### src/rtl/processor_pkg.sv
// Shared processor constants and helpers for the instruction prefetch path.
package processor_pkg;

  localparam int unsigned INSTR_WIDTH    = 6;
  localparam int unsigned PREFETCH_DEPTH = 4;

  // Pointer width for a queue of the given depth (at least one bit).
  function automatic int unsigned ptrWidth(input int unsigned depth);
    return (depth > 1) ? $clog2(depth) : 1;
  endfunction

  // Occupancy counter width: must represent 0..depth inclusive.
  function automatic int unsigned cntWidth(input int unsigned depth);
    return $clog2(depth + 1);
  endfunction

endpackage

### src/rtl/instr_prefetch_queue_if.sv
// Handshake/data bundle between the instruction loader/fetch side and the prefetch queue.
interface instr_prefetch_queue_if
  import processor_pkg::*;
#(
  parameter int unsigned WIDTH = INSTR_WIDTH,
  parameter int unsigned DEPTH = PREFETCH_DEPTH
);

  localparam int unsigned CW = cntWidth(DEPTH);

  logic             loaderDone;
  logic             writeEnable;
  logic [WIDTH-1:0] dataIn;
  logic             readEnable;
  logic             flush;
  logic [WIDTH-1:0] dataOut;
  logic             valid;
  logic             full;
  logic [CW-1:0]    count;
  logic             overflow;

  // Producer/consumer side driving the queue.
  modport master (
    output loaderDone, writeEnable, dataIn, readEnable, flush,
    input  dataOut, valid, full, count, overflow
  );

  // The queue itself.
  modport slave (
    input  loaderDone, writeEnable, dataIn, readEnable, flush,
    output dataOut, valid, full, count, overflow
  );

endinterface

### src/rtl/instr_prefetch_queue_ptr.sv
// Wrapping pointer counter used for the queue head and tail.
module queue_ptr
  import processor_pkg::*;
#(
  parameter int unsigned DEPTH = PREFETCH_DEPTH,
  localparam int unsigned PW   = ptrWidth(DEPTH)
) (
  input  logic          clk,
  input  logic          reset,
  input  logic          clear,
  input  logic          inc,
  output logic [PW-1:0] ptr
);

  // Advance by one, wrapping DEPTH-1 -> 0; clear and reset return to zero.
  always_ff @(posedge clk) begin
    if (reset) begin
      ptr <= '0;
    end else if (clear) begin
      ptr <= '0;
    end else if (inc) begin
      ptr <= (ptr == PW'(DEPTH - 1)) ? '0 : ptr + PW'(1);
    end
  end

endmodule

### src/rtl/instr_prefetch_queue.sv
// Instruction prefetch queue: circular buffer with fall-through registered head output.
module instr_prefetch_queue
  import processor_pkg::*;
#(
  parameter int unsigned WIDTH = INSTR_WIDTH,
  parameter int unsigned DEPTH = PREFETCH_DEPTH
) (
  input  logic                 clk,
  input  logic                 reset,
  instr_prefetch_queue_if.slave bus
);

  localparam int unsigned PW = ptrWidth(DEPTH);
  localparam int unsigned CW = cntWidth(DEPTH);

  logic [WIDTH-1:0] mem [DEPTH];
  logic [PW-1:0]    headPtr;
  logic [PW-1:0]    tailPtr;
  logic [CW-1:0]    countQ;
  logic [WIDTH-1:0] dataOutQ;
  logic             overflowQ;

  logic             validQ_c;
  logic             fullQ_c;
  logic             pushReq_c;
  logic             pop_c;
  logic             push_c;
  logic             dropPush_c;
  logic [PW-1:0]    headNext_c;

  // Status decoded from registered count only.
  assign validQ_c = (countQ != '0);
  assign fullQ_c  = (countQ == CW'(DEPTH));

  // Qualified push/pop; a push into a full queue lands only if a pop frees a slot.
  always_comb begin
    pushReq_c  = bus.writeEnable & bus.loaderDone & ~bus.flush;
    pop_c      = bus.readEnable & bus.loaderDone & ~bus.flush & validQ_c;
    push_c     = pushReq_c & (~fullQ_c | pop_c);
    dropPush_c = pushReq_c & fullQ_c & ~pop_c;
    headNext_c = (headPtr == PW'(DEPTH - 1)) ? '0 : headPtr + PW'(1);
  end

  queue_ptr #(.DEPTH(DEPTH)) uHeadPtr (
    .clk   (clk),
    .reset (reset),
    .clear (bus.flush),
    .inc   (pop_c),
    .ptr   (headPtr)
  );

  queue_ptr #(.DEPTH(DEPTH)) uTailPtr (
    .clk   (clk),
    .reset (reset),
    .clear (bus.flush),
    .inc   (push_c),
    .ptr   (tailPtr)
  );

  // Storage write at tail; contents are not reset.
  always_ff @(posedge clk) begin
    if (!reset && push_c) begin
      mem[tailPtr] <= bus.dataIn;
    end
  end

  // Occupancy counter.
  always_ff @(posedge clk) begin
    if (reset) begin
      countQ <= '0;
    end else if (bus.flush) begin
      countQ <= '0;
    end else begin
      countQ <= countQ + CW'(push_c) - CW'(pop_c);
    end
  end

  // Head register: load the entry that becomes head, bypassing storage when it is being written now.
  always_ff @(posedge clk) begin
    if (reset) begin
      dataOutQ <= '0;
    end else if (!bus.flush) begin
      if (pop_c) begin
        if (countQ >= CW'(2)) begin
          dataOutQ <= mem[headNext_c];
        end else if (push_c) begin
          dataOutQ <= bus.dataIn;
        end
      end else if (push_c && !validQ_c) begin
        dataOutQ <= bus.dataIn;
      end
    end
  end

  // Sticky overflow, cleared only by reset.
  always_ff @(posedge clk) begin
    if (reset) begin
      overflowQ <= 1'b0;
    end else if (dropPush_c) begin
      overflowQ <= 1'b1;
    end
  end

  assign bus.dataOut  = dataOutQ;
  assign bus.valid    = validQ_c;
  assign bus.full     = fullQ_c;
  assign bus.count    = countQ;
  assign bus.overflow = overflowQ;

endmodule

### src/flat_wrapper.sv
// flat-port wrapper written by rule: the top's interface ports become plain ports
module instr_prefetch_queue_flat import processor_pkg::*;
#(
  parameter int unsigned WIDTH = INSTR_WIDTH,
  parameter int unsigned DEPTH = PREFETCH_DEPTH
)
  (clk, reset, bus_loaderDone, bus_writeEnable, bus_dataIn, bus_readEnable, bus_flush, bus_dataOut, bus_valid, bus_full, bus_count, bus_overflow);
  instr_prefetch_queue_if #(.WIDTH(WIDTH), .DEPTH(DEPTH)) bus_i ();
  input  logic clk;
  input  logic reset;
  input wire logic [$bits(bus_i.loaderDone)-1:0] bus_loaderDone;
  input wire logic [$bits(bus_i.writeEnable)-1:0] bus_writeEnable;
  input wire logic [$bits(bus_i.dataIn)-1:0] bus_dataIn;
  input wire logic [$bits(bus_i.readEnable)-1:0] bus_readEnable;
  input wire logic [$bits(bus_i.flush)-1:0] bus_flush;
  output wire logic [$bits(bus_i.dataOut)-1:0] bus_dataOut;
  output wire logic [$bits(bus_i.valid)-1:0] bus_valid;
  output wire logic [$bits(bus_i.full)-1:0] bus_full;
  output wire logic [$bits(bus_i.count)-1:0] bus_count;
  output wire logic [$bits(bus_i.overflow)-1:0] bus_overflow;
  assign bus_i.loaderDone = bus_loaderDone;
  assign bus_i.writeEnable = bus_writeEnable;
  assign bus_i.dataIn = bus_dataIn;
  assign bus_i.readEnable = bus_readEnable;
  assign bus_i.flush = bus_flush;
  assign bus_dataOut = bus_i.dataOut;
  assign bus_valid = bus_i.valid;
  assign bus_full = bus_i.full;
  assign bus_count = bus_i.count;
  assign bus_overflow = bus_i.overflow;
  instr_prefetch_queue #(.WIDTH(WIDTH), .DEPTH(DEPTH)) u_core (.clk(clk), .reset(reset), .bus(bus_i));
endmodule
### config.mk
export PLATFORM = sky130hd
export DESIGN_NAME = instr_prefetch_queue_flat
export DESIGN_NICKNAME = d
export VERILOG_FILES = /design/src/rtl/processor_pkg.sv /design/src/rtl/instr_prefetch_queue_if.sv /design/src/rtl/instr_prefetch_queue_ptr.sv /design/src/rtl/instr_prefetch_queue.sv /design/src/flat_wrapper.sv
export SDC_FILE = /design/constraint.sdc
export NUM_CORES = 1
export LEC_CHECK = 0
export CORE_MARGIN = 8
export CORE_UTILIZATION = 53
export CTS_CLUSTER_DIAMETER = 60
export DETAILED_ROUTE_END_ITERATION = 8
export PLACE_DENSITY = 0.88
export SETUP_SLACK_MARGIN = 0.4
export SLEW_MARGIN = 20
export SYNTH_ARGS = -nofsm -noshare
export SYNTH_HDL_FRONTEND = slang
export SYNTH_SLANG_ARGS = --single-unit
### constraint.sdc
create_clock -name clk -period 2.4 [get_ports clk]
set_clock_uncertainty 0.05 [all_clocks]
set_input_delay 0.36 -clock clk [delete_from_list [all_inputs] [get_ports clk]]
set_output_delay 0.36 -clock clk [all_outputs]
set_load 0.02 [all_outputs]
== After elaboration in Yosys (flattened, before gate mapping) ==
Memory sizes are Yosys's and may differ from the RTL's.
Cells that the tools add are included.
Word-level totals
  memories: 1
  flip-flop bits (word level): 14
  memory bits (writable): 24
Operators by class
  magnitude comparators: 1
  add/sub/neg operators: 4
  multiplexer cells: 8
  equality and inequality tests: 4
  bitwise operators: 12
  reduce and logical (&&, ||, !) cells: 8
Memory list
  u_core.mem: depth 4, bits a word 6, read ports 1, clocked after memory_dff 0, wr ports 1, RTL line instr_prefetch_queue.sv:16  | logic [WIDTH-1:0] mem [DEPTH];
Operators with widths (count)
  6-bit two-way mux: 4
  1-bit bitwise AND: 8
  2-bit by 1-bit adder with 2-bit output, second input constant: 2
  2-bit equality test, second input constant: 2
  2-bit two-way mux: 2
  3-bit by 1-bit adder with 3-bit output: 1
  3-bit equality test, second input constant: 1
  3-bit by 2-bit >= comparator with 1-bit output, second input constant: 1
  3-bit inequality test, second input constant: 1
  1-bit NOT: 3
  3-bit AND reduction: 1
  3-bit nonzero test: 1
  3-bit by 1-bit subtractor with 3-bit output: 1
  1-bit logical AND: 2
  1-bit zero test: 2
  1-bit two-way mux: 2
  2-bit nonzero test: 1
  2-bit OR reduction: 1
  1-bit bitwise OR: 1

== Longest topological paths before layout ==
Gate-level depths: netlist (run 1).
  word-level depth: 8
  mapped depth: 9
  mapped depth without buffers: 9

== Hierarchy ==
From an unflattened synthesis (run 1), not the netlist that was laid out.
Second synthesis, totals
  cells, all modules: 113
  area, all modules: 1709.1 um^2
Modules (own cells, without submodules)
  instr_prefetch_queue: times used 1, area an instance 1519.0 um^2, seq. area each 920.9 um^2, cells each 97
  queue_ptr: times used 2, area an instance 95.1 um^2, seq. area each 40.0 um^2, cells each 8

== Least setup slack after synthesis (run 1) ==
Ideal clock, no wire load.
  path kind: register to register
  start: reg u_core.countQ[1] (netlist: u_core.bus.count[1])
  end: reg u_core.countQ[2] (netlist: u_core.bus.count[2])
  setup time: 0.122 ns
  stages on the path, launching flop included: 10
  buffers on the path: 0
  period minus slack after synthesis: 2.099 ns
  arrival time: 1.926 ns
  path slack: 0.301 ns
  cells stage by stage: dfxtp_1 > nor3_4 > nor2_1 > ha_1 > inv_1 > ha_1 > inv_1 > fa_1 > xnor2_1 > nor2_1
Between the ends
  cells in the longest elaborated chain, start to end: 6
RTL lines
  start: declaration: RTL line instr_prefetch_queue.sv:19  | logic [CW-1:0] countQ;
  start signal: assignment: RTL line instr_prefetch_queue.sv:74  | countQ <= countQ + CW'(push_c) - CW'(pop_c);
  3-bit nonzero test / 3-bit equality test (equally long branches): RTL line instr_prefetch_queue.sv:32, instr_prefetch_queue.sv:33
  1-bit bitwise AND / 1-bit NOT (equally long branches): RTL line instr_prefetch_queue.sv:38, instr_prefetch_queue.sv:39
  1-bit bitwise OR: RTL line instr_prefetch_queue.sv:39  | push_c = pushReq_c & (~fullQ_c | pop_c);
  1-bit bitwise AND: RTL line instr_prefetch_queue.sv:39
  3-bit by 1-bit adder with 3-bit output: RTL line instr_prefetch_queue.sv:74
  3-bit by 1-bit subtractor with 3-bit output *: RTL line instr_prefetch_queue.sv:74
Mark *: on every way between the ends. The rest lies on a longest branch, timed or not.
A chain may end at the register's enable or synchronous reset.

== Worst setup path after layout (run 1) ==
  start: in bus_flush
  end: reg u_core.countQ[2] (netlist: u_core.bus.count[2])
Between the ends
  cells in the longest elaborated chain, start to end: 7
RTL lines
  start: declaration: RTL line flat_wrapper.sv:15  | input wire logic [$bits(bus_i.flush)-1:0] bus_flush;
  1-bit NOT: RTL line instr_prefetch_queue.sv:37, instr_prefetch_queue.sv:38
  1-bit bitwise AND (2 in a row): RTL line instr_prefetch_queue.sv:38  | pop_c = bus.readEnable & bus.loaderDone & ~bus.flush & validQ_c;
  1-bit bitwise OR: RTL line instr_prefetch_queue.sv:39
  1-bit bitwise AND: RTL line instr_prefetch_queue.sv:39
  3-bit by 1-bit adder with 3-bit output: RTL line instr_prefetch_queue.sv:74
  3-bit by 1-bit subtractor with 3-bit output: RTL line instr_prefetch_queue.sv:74
Parallel ways exist; a longest one is shown, timed or not.

==> results.md, run 1 <==
* Result of the run: finished, final reports clean
* Maximum net fanout on the critical path at 3
* Gate count of the mapped netlist at 121
* Count of max-cap constraint violations at 0
* Std cell rows at 20
* Reported leakage power at 0.796 nW
* Power per Cell Area at 628 mW/mm^2
* Worst skew pair latency at 0.35 ns
* Post-DP HPWL at 2.42 mm
* Maximum resistive drop on vdd at 0.000413 V
* Flop and latch count out of synthesis at 38
* Final TNS setup at 0 ns
* Area growth from synthesis to layout at 26.4%
* Router iterations before antenna repair at 4
* Startpoint types: primary input
* Clock transition at the registers of the reported paths at 0.12 ns
* # hold bufs at CTS at 0
* Initial standard-cell utilization of the core at 56.3%
* GRT overflow at 0
* Std-Cell Core Area at 0.00308 sq mm
* Root Buffer: clkbuf_4
* Maximum number of pins on one net before global-route repair at 14
* Distinct cell type count of the synthesized netlist at 26
* Most frequently used cell type in the post-synthesis netlist: edfxtp_1
* Mean area per synthesized cell at 14.3 sq um
* H-Tree Level Count at 2
* Post-synthesis cell area at 0.00173 sq mm
* Sinks on Clock Net at 38
* Fraction of the yosys area taken by sequential cells at 57.8%
* Synth top area cells: edfxtp_1 42%, dfxtp_1 16%, mux4_2 7.8%
* Time the final worst path needs with I/O delays and setup at 1.98 ns
* RSZ-0062 raised after global routing: true
* Detailed-route wire length per cell at 16.0 um
* Diodes inserted at 0
* Clock tree from TritonCTS: yes
* Peak Freq at 504 MHz
* Clk buf depth at 2
* Setup violations, final at 0
* Post-synth net total at 142
* Total via count after detailed routing at 1075
* Share of the core filled with cells at 71.1%
* Worst hold-check path type: reg2reg
* Synth Flop Type: edfxtp_1
* Most used standard cells in the synthesized netlist: 24 x edfxtp_1, 14 x dfxtp_1, 10 x inv_1
* Post-synth top area cell: edfxtp_1
* Nets at 176
* Global-route wire length before repair at 5.06 mm
* Share of final-layout standard cells stronger than drive strength 1 at 26.3%
* Antenna Violating Nets Remaining at 0
* Number of global-route vias before repair at 1051
* I/O Buffers at 23
* Pins over their slew limit at 0
* Final routed wirelength across all metal layers at 3.20 mm
* Total clock buffers created by CTS at 5
* Req. time, crit path at 2.60 ns
* Antenna violations before repair at 0
* Horizontal die dimension at 73.2 um
* Iter 0 DRT Violations at 44
* Ys async rst share at 0%
* Warnings, synthesis at 0
* Relative slew slack at 61.7%
* Placer Congestion at 0.784
* Post-synth EDFFs at 24
* Area fraction of the dominant cell type after synthesis at 41.6%
* Detail-routed via count per cell at 5.38
* Arrival time of data at the critical path endpoint at 2.19 ns
* Die boundary height at 73.2 um
* GRT Resource Usage Total at 12.9%
* Number of DRC violations after detailed routing at 0
* Final Hold Vio Count at 0
* Die area at 0.00536 sq mm
* Worst-margin pin slew at 0.572 ns
* CP Capture Type: flip-flop
* Fill cell total of the finished layout at 210
* I/O pin cnt at 24
* Critical setup path kind: in2reg
* Share of the clock period used by the worst path at 82.6%
## worst max-delay path: stages
cell and delay, ns:
clkdlybuf4s50_1 0.44, nand3b_4 0.18, nor2_2 0.13, ha_1 0.23, inv_1 0.06, ha_1 0.13
inv_1 0.05, fa_1 0.38, xnor2_1 0.17, nor2_1 0.05
## metrics by stage
step                      total power, mW  setup slack, ns  area (sq um)  hold WS (ns)  instances
after floorplan                     0.789            0.411          1750         0.407        121
after global placement              0.846            0.106          2070         0.400        191
after detailed placement            0.850           0.0303          2070         0.426        191
after CTS                            1.39            0.398          2180         0.455        200
after global routing                 1.41            0.357          2190         0.494        200
final                                1.38            0.417          2190         0.441        200
## final timing paths
| check | slack (ns) | depth (start not counted) | from | to |
|---|---|---|---|---|
| worst max-delay path | 0.42 | 10 | bus_flush | u_core.bus.count[2] |
| worst min-delay path | 0.44 | 2 | u_core.bus.overflow | u_core.bus.overflow |
| worst max register to register | 0.47 | 9 | u_core.bus.count[2] | u_core.bus.count[2] |
| worst min register to register | 0.44 | 2 | u_core.bus.overflow | u_core.bus.overflow |
## layout make-up
| type | count | area (sq um) | area share [%] |
|---|---|---|---|
| Sequential cell | 38 | 1010 | 46.0 |
| Multi-Input combinational cell | 69 | 689 | 31.5 |
| Inverter | 10 | 37.5 | 1.71 |
| Clock buffer | 5 | 37.5 | 1.71 |
| Timing Repair Buffer | 31 | 294 | 13.4 |
| Clock inverter | 3 | 68.8 | 3.14 |
| Tap cell | 44 | 55.1 | 2.51 |
## layer usage
metal  vias up  GRT usage, %  part of all wire, %
met1       523          15.0                   44
met5         -             0                    0
li1        516             -                    -
met3         8          5.22                  6.0
met2        28          20.5                   48
met4         0          5.56                  2.3
## cells by family after synthesis
kind of cell               count (synthesis)  share of synthesized area (%)
AOI/OAI and AO/OA                         21                           9.75
xor gates and xnor gates                   1                          0.506
adders and majority gates                  9                           6.93
buffers and inverters                     14                           3.18
DFF                                       38                           57.8
muxes                                     14                           12.4
and+or+nand+nor                           24                           9.46
## cell usage in the layout, fill, tap and decap left out, types with 4 or more instances in the layout
| cell | Yosys | final |
|---|---|---|
| a211oi_2 | 6 | 6 |
| a21oi_1 | 9 | 9 |
| and2_1 | 5 | 4 |
| buf_4 | 0 | 8 |
| clkbuf_4 | 0 | 5 |
| clkdlybuf4s50_1 | 0 | 20 |
| dfxtp_1 | 14 | 11 |
| edfxtp_1 | 24 | 24 |
| ha_1 | 8 | 7 |
| inv_1 | 10 | 10 |
| mux2i_1 | 8 | 8 |
| mux4_2 | 6 | 6 |
| nor2_1 | 9 | 8 |
## where the power goes
part           internal [mW]  total, mW  switching (mW)
Sequential             0.704      0.711         0.00698
Clock                  0.326      0.540           0.215
Combinational         0.0621      0.124          0.0621
Total                   1.09       1.38           0.284
## sequential cells by signal (all words and copies together) (netlist names)
| register | cells |
|---|---|
| u_core.uHeadPtr.ptr | 2 |
| u_core.bus.count | 3 |
| u_core.mem | 24 |
| u_core.bus.overflow | 1 |
| u_core.bus.dataOut | 6 |
| u_core.uTailPtr.ptr | 2 |
## timing repair
item                                    4_1_cts  5_1_grt
endpoints found under the setup margin        4       19
endpoints found under the hold margin         0        0
resized for setup                             1        4
cloned                                        0        0
setup buffers                                 1        0
pin swaps                                     1        0
No activity file was read; power rests on OpenSTA's default activity.
==> run 2: changes to the inputs <==
==> constraint.sdc (replaced) <==
create_clock -name clk -period 1.97 [get_ports clk]
set_clock_uncertainty 0.05 [all_clocks]
set_input_delay 0.2955 -clock clk [delete_from_list [all_inputs] [get_ports clk]]
set_output_delay 0.2955 -clock clk [all_outputs]
set_load 0.02 [all_outputs]
==> run 2 against run 1 <==
Critical path depth fell by 1. Worst setup slack got worse by 0.28 ns. Sequential power rose by 21%. Die area did not move. Register-to-register slack got worse by 0.34 ns. First-iteration DRC count rose by 34%. Sequential share of layout area fell by 5.5 points. Largest cell class unchanged. Highest routed layer unchanged.
==> results.md, run 2 (same netlist as run 1, synthesis figures left out) <==
* Leading cell type in the layout, fill and taps excluded: edfxtp_1
* DP Worst Slack at -0.352 ns (-0.382 ns)
* Time the final worst path needs with I/O delays and setup at 1.84 ns
* Nets at 200 (+14%)
* Startpoint types: flip-flop
* Number of global-route vias before repair at 1276 (+21%)
* Req. time, crit path at 2.15 ns (-0.45 ns)
* CP Capture Type: flip-flop
* Worst skew pair latency at 0.35 ns (about the same)
* Diodes inserted at 0 (unchanged)
* Maximum resistive drop on vdd at 0.000541 V (+31%)
* GRT overflow at 0 (unchanged)
* Area growth from synthesis to layout at 45.1%
* Arrival time of data at the critical path endpoint at 2.01 ns (-0.18 ns)
* Power per Cell Area at 673 mW/mm^2 (+7.1%)
* Number of placed instances, taps included at 204 (+6.8%)
* Fill cell total of the finished layout at 172 (-18%)
* Setup slack of the most critical reg-to-reg path at 0.13 ns (-0.34 ns)
* I/O Buffers at 23 (unchanged)
* Clk buf depth at 2 (unchanged)
* Std-Cell Core Area at 0.00308 sq mm (unchanged)
* Worst-margin pin slew at 0.248 ns (-0.325 ns)
* Die area at 0.00536 sq mm (unchanged)
* Reported leakage power at 0.970 nW (+22%)
* PnR worst setup slack at 0.135 ns (-0.282 ns)
* Share of final-layout standard cells stronger than drive strength 1 at 48.3% (+22 points)
* Share of the core filled with cells at 81.7% (+11 points)
* Root Buffer: clkbuf_4
* Share of the clock period used by the worst path at 93.2%
* Final Hold Vio Count at 0 (unchanged)
* Total clock buffers created by CTS at 5 (unchanged)
* Detailed-route wire length per cell at 19.0 um (+19%)
* Post-DP HPWL at 2.68 mm (+11%)
* Multi-input logic area at 792 sq um (+15%)
* Final design instance area without fill at 0.00251 sq mm (+15%)
* Clock transition at the registers of the reported paths at 0.13 ns (about the same)
* Startpoint of the worst-slack reg-to-reg timing path: u_core.bus.count[2]
* Antenna Violating Nets Remaining at 0 (unchanged)
* Maximum number of pins on one net before global-route repair at 13 (-1)
* Hold WS at 0.486 ns (+0.0447 ns)
* GRT Resource Usage Total at 16.5% (+3.6 points)
* Number of flip-flops under the largest register name at 24 (unchanged)
* Number of DRC violations after detailed routing at 0 (unchanged)
* Iter 0 DRT Violations at 59 (+34%)
* Result of the run: finished, final reports clean
* # hold bufs at CTS at 0 (unchanged)
* Critical path launch point: u_core.bus.count[2]
* I/O pin cnt at 24 (unchanged)
* Area after DPL at 0.00218 sq mm (+5.6%)
* Global-route wire length before repair at 6.51 mm (+29%)
* Start point of the worst min-delay path: u_core.bus.overflow
* Relative slew slack at 83.4% (+22 points)
* Clock tree from TritonCTS: yes
* Final cell count without fillers at 224 (+12%)
* Maximum net fanout on the critical path at 2 (-1)
* Peak Freq at 545 MHz
* Antenna violations before repair at 0 (unchanged)
* Detail-routed via count per cell at 5.32 (-1.1%)
* Setup violations, final at 0 (unchanged)
* RSZ-0062 raised after global routing: true
* Die boundary height at 73.2 um (unchanged)
* Final routed wirelength across all metal layers at 4.26 mm (+33%)
* Worst r2r path cells at 9 (unchanged)
* Sinks on Clock Net at 38 (unchanged)
* H-Tree Level Count at 2 (unchanged)
* Sequential standard cell area at 0.00102 sq mm (+0.99%)
* Endpoint of the worst hold-timing path: u_core.bus.overflow
* Most frequent cells in the layout: 24 x edfxtp_1, 20 x buf_4, 13 x dlygate4sd2_1, 13 x buf_6, 9 x dfxtp_1
* Total via count after detailed routing at 1191 (+11%)
* Std cell rows at 20 (unchanged)
* Register name with the most flops: u_core.mem
* Critical R2R Capture: u_core.bus.count[2]
* Placer Congestion at 0.826 (+5.4%)
* Horizontal die dimension at 73.2 um (unchanged)
* Pins over their slew limit at 0 (unchanged)
* Critical setup path kind: reg2reg
* Initial standard-cell utilization of the core at 56.3% (unchanged)
* Worst hold-check path type: reg2reg
* Router iterations before antenna repair at 4 (unchanged)
* Hold Crit Depth at 2 (unchanged)
* Count of max-cap constraint violations at 0 (unchanged)
run 2: changes by cell type in the layout (fill, tap and decap cells not counted), moves of 4 or more:
cell	change
and2_4	+4
buf_4	+12
buf_6	+13
clkdlybuf4s50_1	-12
dlygate4sd2_1	+12
mux2i_1	-6
mux2i_2	+6
run 2: per-layer routing:
layer	share of wire [%]	track usage, %	vias to the layer above
met5	0	0	-
met2	52	29.5	27
met3	4.5	3.43	9
met4	1.8	6.22	0
met1	41	18.5	596
li1	-	-	559
run 2: how the worst max path moves through the flow:
stage | to | cells past startpoint
final | u_core.bus.count[2] | 9
after detailed placement | u_core.bus.count[2] | 10
after CTS | bus_valid | 4
after global routing | u_core.bus.count[2] | 9
after global placement | u_core.bus.count[2] | 10
after floorplan | u_core.bus.count[2] | 9
run 2: final cells by class:
cell class                 instances  share of cell area, %
clock buffer                       5                   1.49
clock inverter                     3                   2.54
inverter                          10                   1.49
multi-input combinational         69                   31.5
sequential                        38                   40.5
tap                               44                   2.19
timing repair buffer              55                   20.3
run 2: timing repair:
item,CTS,global route
gates cloned,0,0
pin swaps,10,6
hold endpoints to repair,0,0
setup buffers,7,5
gates resized for setup,53,12
endpoints found under the setup margin,44,36
run 2: report_power, final:
| part | total [mW] | internal (mW) | switching [mW] |
|---|---|---|---|
| clock network | 0.654 | 0.391 | 0.263 |
| logic | 0.177 | 0.0865 | 0.0903 |
| registers | 0.861 | 0.854 | 0.00698 |
| total | 1.69 | 1.33 | 0.361 |
run 2: per-stage QoR:
stage / power (mW) / TNS, ns
floorplan: 0.961 / 0
global placement: 1.04 / -4.65
detailed placement: 1.04 / -6.11
CTS: 1.69 / 0
global route: 1.74 / 0
finish: 1.69 / 0
run 2: critical path, cell delays in order (launching register included):
cell     delay [ns]
dfxtp_4        0.37
nor3_4         0.24
nor2_4         0.08
ha_4           0.22
inv_2          0.06
ha_4           0.11
inv_2          0.03
fa_2           0.33
xnor2_1        0.17
nor2_1         0.08
==> run 3: changes to the inputs <==
--- a/config.mk
+++ b/config.mk
@@ -15,3 +15,4 @@
 export SYNTH_ARGS = -nofsm -noshare
 export SYNTH_HDL_FRONTEND = slang
 export SYNTH_SLANG_ARGS = --single-unit
+export TNS_END_PERCENT = 30
==> run 3 against run 2 <==
Global-route usage is 1.5 points higher. Hold slack worse by 0.040 ns. Core utilization shrank 3.7 points. Cell area fell by 4.5%. Critical path type unchanged. Highest routed layer unchanged.
==> results.md, run 3 (same netlist as run 1, synthesis figures left out) <==
* Result of the run: finished, final reports clean
* Net Switching at 0.343 mW (-5.0%)
* Most frequent cells in the layout: 24 x edfxtp_1, 18 x clkdlybuf4s50_1, 18 x buf_4
* Final design instance area without fill at 0.00240 sq mm (-4.5%)
* Highest-delay cell along the critical path: fa_2
* Fill cell total of the finished layout at 186 (+8.1%)
* Worst skew pair latency at 0.33 ns (-0.02 ns)
* Reported leakage power at 0.861 nW (-11%)
* Diodes inserted at 0 (unchanged)
* DP Worst Slack at -0.347 ns (+0.00532 ns)
* Number of DRC violations after detailed routing at 0 (unchanged)
* Critical R2R Capture: u_core.bus.count[1]
* Total clock buffers created by CTS at 5 (unchanged)
* Share of final-layout standard cells stronger than drive strength 1 at 43.2% (-5.1 points)
* Antenna violations before repair at 0 (unchanged)
* Critical setup path kind: reg2reg
* Initial standard-cell utilization of the core at 56.3% (unchanged)
* CP Capture Type: flip-flop
* Req. time, crit path at 2.15 ns (about the same)
* Die boundary height at 73.2 um (unchanged)
* Sinks on Clock Net at 38 (unchanged)
* Router iterations before antenna repair at 4 (unchanged)
* Maximum resistive drop on vdd at 0.000357 V (-34%)
* Pins over their slew limit at 0 (unchanged)
* Switching fraction of total power at 22.0% (+0.70 points)
* Final cell count without fillers at 213 (-4.9%)
* Detail-routed via count per cell at 5.62 (+5.7%)
* Relative slew slack at 82.4% (-1.1 points)
* Arrival time of data at the critical path endpoint at 2.05 ns (+0.04 ns)
* Share of the clock period used by the worst path at 94.4% (+1.3 points)
* Clock tree from TritonCTS: yes
* Total via count after detailed routing at 1197 (+0.50%)
* Clk buf depth at 2 (unchanged)
* CP bufs+invs at 2 (unchanged)
* Share of power burned in registers at 55.5% (+4.6 points)
* Setup violations, final at 0 (unchanged)
* Sequence of cells on the critical path: nor3_4 > nor2_4 > ha_4 > inv_4 > ha_4 > inv_2 > fa_2 > nor2_2
* Horizontal die dimension at 73.2 um (unchanged)
* Clock transition at the registers of the reported paths at 0.11 ns (-0.02 ns)
* GRT Resource Usage Total at 17.9% (+1.5 points)
* Setup slack of the most critical reg-to-reg path at 0.11 ns (-0.03 ns)
* Hold Crit Depth at 2 (unchanged)
* Worst-margin pin slew at 0.262 ns (+0.0139 ns)
* Antenna Violating Nets Remaining at 0 (unchanged)
* Placer Congestion at 0.782 (-5.4%)
* Startpoint types: flip-flop
* Count of max-cap constraint violations at 0 (unchanged)
* Worst path most repeated cell: ha_4
* Start point of the worst min-delay path: u_core.bus.overflow
* Worst hold-check path type: reg2reg
* Worst path max stage delay at 0.54 ns (+0.17 ns)
* Startpoint of the worst-slack reg-to-reg timing path: u_core.bus.count[0]
* Area after DPL at 0.00216 sq mm (-1.1%)
* Nets at 189 (-5.5%)
* Maximum net fanout on the critical path at 4 (+2)
* Std cell rows at 20 (unchanged)
* Leading cell type in the layout, fill and taps excluded: edfxtp_1
* Endpoint of the worst hold-timing path: u_core.bus.overflow
* RSZ-0062 raised after global routing: true
* I/O Buffers at 23 (unchanged)
* Time the final worst path needs with I/O delays and setup at 1.86 ns (+0.0253 ns)
* Die area at 0.00536 sq mm (unchanged)
* Root Buffer: clkbuf_4
* Design internal power at 1.21 mW (-8.8%)
* Detailed-route wire length per cell at 20.8 um (+9.4%)
* Register name with the most flops: u_core.mem
* Sequential standard cell area at 0.00101 sq mm (-0.25%)
* Final routed wirelength across all metal layers at 4.43 mm (+4.0%)
* Final Hold Vio Count at 0 (unchanged)
* Power per Cell Area at 648 mW/mm^2 (-3.7%)
* Number of placed instances, taps included at 199 (-2.5%)
* Tot Pwr at 1.56 mW (-8.0%)
* Iter 0 DRT Violations at 88 (+49%)
* I/O pin cnt at 24 (unchanged)
* Clock network fraction of design power at 32.8% (-5.9 points)
* Std-Cell Core Area at 0.00308 sq mm (unchanged)
* Final TNS setup at 0 ns (unchanged)
* Area growth from synthesis to layout at 38.6%
* Combinational cell fraction of total power at 11.7% (+1.3 points)
* Largest delay contributor family on the critical path: adder cells
* PnR worst setup slack at 0.110 ns (-0.0253 ns)
* GRT overflow at 0 (unchanged)
* Global-route wire length before repair at 6.86 mm (+5.3%)
* Maximum number of pins on one net before global-route repair at 12 (-1)
* Worst r2r path cells at 8 (-1)
* # hold bufs at CTS at 0 (unchanged)
* H-Tree Level Count at 2 (unchanged)
* Peak Freq at 538 MHz (-1.4%)
* Number of global-route vias before repair at 1261 (-1.2%)
* Multi-input logic area at 800 sq um (+0.95%)
* Number of flip-flops under the largest register name at 24 (unchanged)
* Post-DP HPWL at 2.91 mm (+8.4%)
==> run 3: changes by cell type in the layout (fill, tap and decap cells not counted), moves of 2 or more <==
cell	before	now
buf_4	20	18
buf_6	13	2
clkbuf_1	0	2
clkdlybuf4s50_1	8	18
dlygate4sd2_1	13	3
inv_2	3	1
==> run 3: how the worst max path moves through the flow <==
stage / startpoint / to / cells after the start
after floorplan: u_core.bus.count[0] / u_core.bus.count[2] / 9
after global placement: bus_loaderDone / u_core.mem[2][3] / 6
after detailed placement: bus_loaderDone / u_core.bus.count[2] / 10
after CTS: u_core.bus.count[2] / u_core.bus.count[1] / 8
after global routing: u_core.bus.count[0] / u_core.bus.count[1] / 8
final: u_core.bus.count[0] / u_core.bus.count[1] / 8
==> run 3: area by class of cell <==
class / count / share of cell area [%]
Multi-Input combinational cell: 69 / 33.3
Clock buffer: 7 / 1.88
Inverter: 10 / 1.67
Sequential cell: 38 / 42.3
Timing Repair Buffer: 44 / 17.4
Tap cell: 44 / 2.29
Clock inverter: 1 / 1.25
==> run 3: stage by stage <==
stage	hold slack [ns]	utilization (%)
global placement	0.399	70.2
CTS	0.455	75.1
floorplan	0.344	-
global route	0.479	78.0
detailed placement	0.430	70.2
finish	0.446	78.0
==> run 3: routing by layer <==
metal  vias up  track usage (%)  part of all wire (%)
li1        537                -                     -
met1       600             18.2                    36
met2        52             32.3                    55
met3         8             4.95                   6.7
met4         0             9.78                   2.2
met5         -                0                     0
==> run 3: power groups by stage <==
stage / combinational (mW) / clock, mW / sequential [mW]
finish: 0.182 / 0.511 / 0.863
global placement: 0.154 / 0 / 0.882
floorplan: 0.0645 / 0 / 0.896
detailed placement: 0.161 / 0 / 0.884
CTS: 0.172 / 0.518 / 0.865
global route: 0.193 / 0.544 / 0.865
==> run 3: what timing repair did <==
item,4_1_cts,5_1_grt
resized for setup,25,17
pin swaps,8,10
endpoints found under the hold margin,0,0
endpoints found under the setup margin,44,46
gates cloned,0,0
buffers inserted,3,3
==> run 3: worst register-to-register path: stages (launching register included) <==
cell and delay (ns):
dfxtp_4 0.38, nor3_4 0.26, nor2_4 0.07, ha_4 0.22, inv_4 0.06, ha_4 0.12
inv_2 0.03, fa_2 0.54, nor2_2 0.04
